`src/rtl/ff_bist_ctrl.sv`:
```
// ff_bist_ctrl: self-test sequencer and checker for a bank of async-reset D flip-flops
module ff_bist_ctrl #(
    parameter int WIDTH = 8,
    parameter int ERRW = 8,
    localparam int IDXW = $clog2(2 * WIDTH + 3)
) (
    input  logic             CLK,
    input  logic             RST,
    input  logic             START,
    output logic             BUSY,
    output logic             DONE,
    output logic             PASS,
    output logic [ERRW-1:0]  ERR_CNT,
    output logic [IDXW-1:0]  FIRST_FAIL,
    output logic [WIDTH-1:0] FF_D,
    output logic             FF_RST_N,
    input  logic [WIDTH-1:0] FF_Q
);
    typedef enum logic [1:0] {IDLE, RUN, DRAIN, FIN} state_t;
    localparam logic [IDXW-1:0] LAST = IDXW'(2 * WIDTH + 2);
    state_t state;
    logic [IDXW-1:0] k, nk, idx;
    logic [WIDTH-1:0] exp_q;
    logic vld;
    function automatic logic [WIDTH-1:0] pat(input logic [IDXW-1:0] n);
        int i;
        i = int'(n);
        return i == 0 ? '0 : i < 3 ? '1 : i < 3 + WIDTH ? WIDTH'(1) << (i - 3) : ~(WIDTH'(1) << (i - 3 - WIDTH));
    endfunction
    assign nk = k + IDXW'(1);
    // the only pattern whose expectation differs from its D value is the reset check, the one cycle FF_RST_N is low
    always_ff @(posedge CLK) begin
        if (RST) begin
            state <= IDLE;
            k <= '0;
            idx <= '0;
            exp_q <= '0;
            vld <= 1'b0;
            BUSY <= 1'b0;
            DONE <= 1'b0;
            PASS <= 1'b0;
            ERR_CNT <= '0;
            FIRST_FAIL <= '0;
            FF_D <= '0;
            FF_RST_N <= 1'b0;
        end else begin
            exp_q <= FF_D & {WIDTH{FF_RST_N}};
            vld <= state == RUN;
            idx <= k;
            DONE <= 1'b0;
            FF_RST_N <= 1'b1;
            if (vld && FF_Q != exp_q) begin
                ERR_CNT <= &ERR_CNT ? ERR_CNT : ERR_CNT + ERRW'(1);
                if (ERR_CNT == '0) FIRST_FAIL <= idx;
            end
            case (state)
                IDLE: if (START) begin
                    state <= RUN;
                    BUSY <= 1'b1;
                    PASS <= 1'b0;
                    ERR_CNT <= '0;
                    FIRST_FAIL <= '0;
                    k <= '0;
                    FF_D <= '0;
                end
                RUN: if (k == LAST) begin
                    state <= DRAIN;
                    FF_D <= '0;
                end else begin
                    k <= nk;
                    FF_D <= pat(nk);
                    FF_RST_N <= nk != IDXW'(2);
                end
                DRAIN: state <= FIN;
                FIN: begin
                    state <= IDLE;
                    BUSY <= 1'b0;
                    DONE <= 1'b1;
                    PASS <= ERR_CNT == '0;
                end
                default: state <= IDLE;
            endcase
        end
    end
endmodule

```
`config.mk`:
```
export PLATFORM = sky130hd
export DESIGN_NAME = ff_bist_ctrl
export DESIGN_NICKNAME = d
export VERILOG_FILES = /design/src/rtl/ff_bist_ctrl.sv
export SDC_FILE = /design/constraint.sdc
export NUM_CORES = 1
export LEC_CHECK = 0
export ABC_AREA = 1
export BUFFER_PORTS_ARGS = -buffer_cell sky130_fd_sc_hd__buf_4
export CAP_MARGIN = 30
export CORE_MARGIN = 2
export CORE_UTILIZATION = 45
export DETAILED_ROUTE_END_ITERATION = 8
export GPL_TIMING_DRIVEN = 0
export PLACE_DENSITY_LB_ADDON = 0.2
export REMOVE_ABC_BUFFERS = 1
export SETUP_SLACK_MARGIN = 0.02
export SLEW_MARGIN = 20
export SYNTH_ARGS = -nofsm -noshare
export SYNTH_HDL_FRONTEND = slang
export SYNTH_SLANG_ARGS = --single-unit
```
`constraint.sdc`:
```
create_clock -name CLK -period 2.8 [get_ports CLK]
set_input_delay 0.28 -clock CLK [delete_from_list [all_inputs] [get_ports CLK]]
set_output_delay 0.28 -clock CLK [all_outputs]
set_load 0.01 [all_outputs]
```
==> reports/qor.txt <==
post-synthesis cell type count -> 33
drt pass-1 iters -> 4
Clk Latency, worst-skew pair -> 0.29 ns
fraction of layout cells with a size suffix above 1 -> 0.178
crit path DAT -> 2.70 ns
Cell Rows -> 27
worst path cell trace -> ha_1 -> nand3_1 -> nand2_1 -> nand2_2 -> inv_1 -> nand2_4 -> nand2_4 -> inv_1 -> ha_1 -> inv_1 -> nor2_1 -> nand2_1 -> inv_2 -> nand2_2 -> inv_2 -> nand3_1 -> nand2_1 -> nand2_1 -> nand2_1 -> nand2_1
syn_area_per_cell -> 7.06 sq um
largest net degree at the start of global routing -> 21
Port Buffers -> 35
vias in the first global route -> 2,016
all-layer global routing usage -> 0.168
first-pass GRT wire length -> 8.71 mm
Sequential Power Share -> 0.451
startpoint types -> flop
drt total wl -> 5.05 mm
Peak VDD IR -> 0.264 mV
Critical Path RT -> 2.99 ns
status -> completed
Int Power -> 1.17 mW
number of synthesized flops with an enable pin -> 0
area delta synth->final -> 15.7%
Slowest-stage cell, CP -> dfxtp_4
initial DRC count -> 91
Synth Register Bits -> 46
Crit path top cell by count -> nand2_1
Avg WL per Cell -> 10.6 um
Hold Crit Class -> input port to flop
chip height -> 80.0 um
Pins Over Slew Limit -> 0
fin crit period -> 2.51 ns
die area -> 6400 sq um
DRC errors left -> 0
Final setup viols -> 0
combinational share of power -> 0.323
Ys Warns -> 0
Leak -> 1.43 nW
Reg clk slew, reported paths -> 0.09 ns
synthesized area -> 2600 sq um
Sw Share -> 0.357
Routed Antenna Nets -> 0
post-DP HPWL -> 3.87 mm
vias -> 2,242
CTS max path bufs -> 2
Fin. Hold Viols -> 0
max-cap viol count -> 0
Ports -> 36
GP Congestion -> 0.766
Initial Util -> 0.469
initial antenna violation count -> 0
critical path class -> flop to flop
H-tree Lvls -> 2
Largest stage delay, worst path -> 0.44 ns
Top FF cell, synth -> dfxtp_1
Clock Sinks -> 46
Chip Width -> 80.0 um
Final Instance Area -> 3000 sq um
Power Density -> 604 nW/um^2
Final Total Pwr -> 1.81 mW
sequential area share after synthesis -> 0.355
Post-synth ARST share -> 0
CTS tree -> yes
fill count -> 574
CP Capture Type -> flop
fin nets -> 427
CP Max Fanout -> 11
Slew @ Worst Pin -> 0.555 ns
antenna diode count -> 0
crit share post-route -> 0.898
Root Driver -> clkbuf_8
Clock Power Share -> 0.226
Syn Inst Count -> 368
Num CTS Buffers -> 5
worst-case clock skew -> 0.00774 ns
Slew HR -> 0.627
RSZ-0062 raised after global routing -> false
Setup Fix Bufs, Post-CTS -> 0
DP Area -> 2910 sq um
switching pwr -> 0.648 mW
core footprint -> 5540 sq um
drt via density -> 4.70
fmax -> 0.398 GHz
GRT Residual Overflow -> 0
[cells by family after synthesis]
group                    synth area share
AND/OR/NAND/NOR                     0.381
buffers and inverters              0.0987
flip-flops                          0.355
AO/OA/AOI/OAI                      0.0699
adder cells (fa/ha/maj)            0.0578
XOR/XNOR                           0.0376
[through the flow]
stage / utilization / instances / setup TNS [ns] / hold slack (ns) / setup slack [ns]
after floorplan: - / 362 / 0 / 0.349 / 0.340
after global placement: 0.524 / 469 / -0.0214 / 0.444 / -0.0181
after detailed placement: 0.524 / 469 / -0.228 / 0.442 / -0.0656
after CTS: 0.541 / 477 / 0 / 0.298 / 0.0467
after global routing: 0.542 / 477 / 0 / 0.315 / 0.0532
final: 0.542 / 477 / 0 / 0.309 / 0.287
[synthesized netlist by cell type (2+ instances only)]
| cell | instances | share of area |
|---|---|---|
| nand2_1 | 93 | 0.13 |
| inv_1 | 51 | 0.074 |
| nor2_1 | 48 | 0.069 |
| dfxtp_1 | 46 | 0.35 |
| nand3_1 | 32 | 0.062 |
| o21ai_0 | 14 | 0.027 |
| ha_1 | 12 | 0.058 |
| nand4_1 | 12 | 0.029 |
| a21oi_1 | 6 | 0.012 |
| nand2_4 | 6 | 0.026 |
| nand2_2 | 5 | 0.012 |
| xor2_1 | 5 | 0.017 |
| inv_2 | 4 | 0.0058 |
| nor3_1 | 4 | 0.0077 |
| a31oi_1 | 3 | 0.0072 |
| buf_6 | 3 | 0.013 |
| nor2_4 | 3 | 0.013 |
| xnor2_1 | 3 | 0.010 |
| buf_1 | 2 | 0.0029 |
| nand3_4 | 2 | 0.013 |
| or2_2 | 2 | 0.0048 |
[power groups by stage]
stage	Combinational (mW)	Sequential (mW)	Clock, mW
2_1_floorplan	0.376	0.842	0
6_report	0.585	0.818	0.411
3_5_place_dp	0.591	0.831	0
3_3_place_gp	0.580	0.828	0
5_1_grt	0.669	0.832	0.454
4_1_cts	0.592	0.816	0.426
[sequential cells by signal (all words and copies together), names as in the netlist]
register,count
FIRST_FAIL,5
BUSY,1
ERR_CNT,8
FF_RST_N,1
state,2
idx,5
FF_D,8
PASS,1
exp_q,8
DONE,1
k,5
vld,1
[cells in the final DEF, fill, tap and decap left out, types with 2 or more instances in the layout]
cell type / n
or2_2: 2
dfxtp_1: 44
nor2_4: 3
o21ai_0: 14
xnor2_1: 3
xor2_1: 5
a21oi_1: 6
inv_1: 51
nor2_1: 48
buf_4: 35
ha_1: 12
nand2_4: 6
clkinv_2: 2
nand4_1: 12
inv_2: 4
a31oi_1: 3
nand2_2: 6
nor3_1: 4
nand2_1: 92
nand3_4: 2
nand3_1: 32
clkbuf_8: 6
[final cells by class]
| type | instances | area [sq um] | share of cell area |
|---|---|---|---|
| clock buffers | 7 | 86.3 | 0.0287 |
| clock inverters | 1 | 5.00 | 0.00167 |
| inverters | 56 | 211 | 0.0704 |
| multi-input cells | 260 | 1420 | 0.474 |
| flip-flops and latches | 46 | 926 | 0.308 |
| well taps | 72 | 90.1 | 0.0300 |
| repair buffers | 35 | 263 | 0.0875 |
[worst paths after layout]
check,startpoint,endpoint,slack (ns),cells after the start
max,k[0],FF_D[4],0.29,20
min,RST,exp_q[3],0.31,2
max reg2reg,k[0],FF_D[4],0.29,20
min reg2reg,FF_D[2],exp_q[2],0.45,2
[critical path, delay by kind of cell, from the launching register on]
family	cells	cell delay (ns)
adder cells (fa/ha/maj)	2	0.50
AND/OR/NAND/NOR	13	1.03
flip-flops	1	0.44
buffers and inverters	5	0.44
[per-layer routing]
metal | part of all wire | vias up | GRT usage
met1 | 0.47 | 984 | 0.208
met3 | 0.026 | 4 | 0.0362
met2 | 0.49 | 26 | 0.293
met5 | 0 | - | 0
met4 | 0.0097 | 0 | 0.0475
li1 | - | 1228 | -
[timing repair]
item | in CTS | in global routing
hold buffers | 0 | 0
hold endpoints to repair | 0 | 0
gates resized for setup | 1 | 3
endpoints found under the setup margin | 8 | 8
Power figures use the tool's default switching activity.
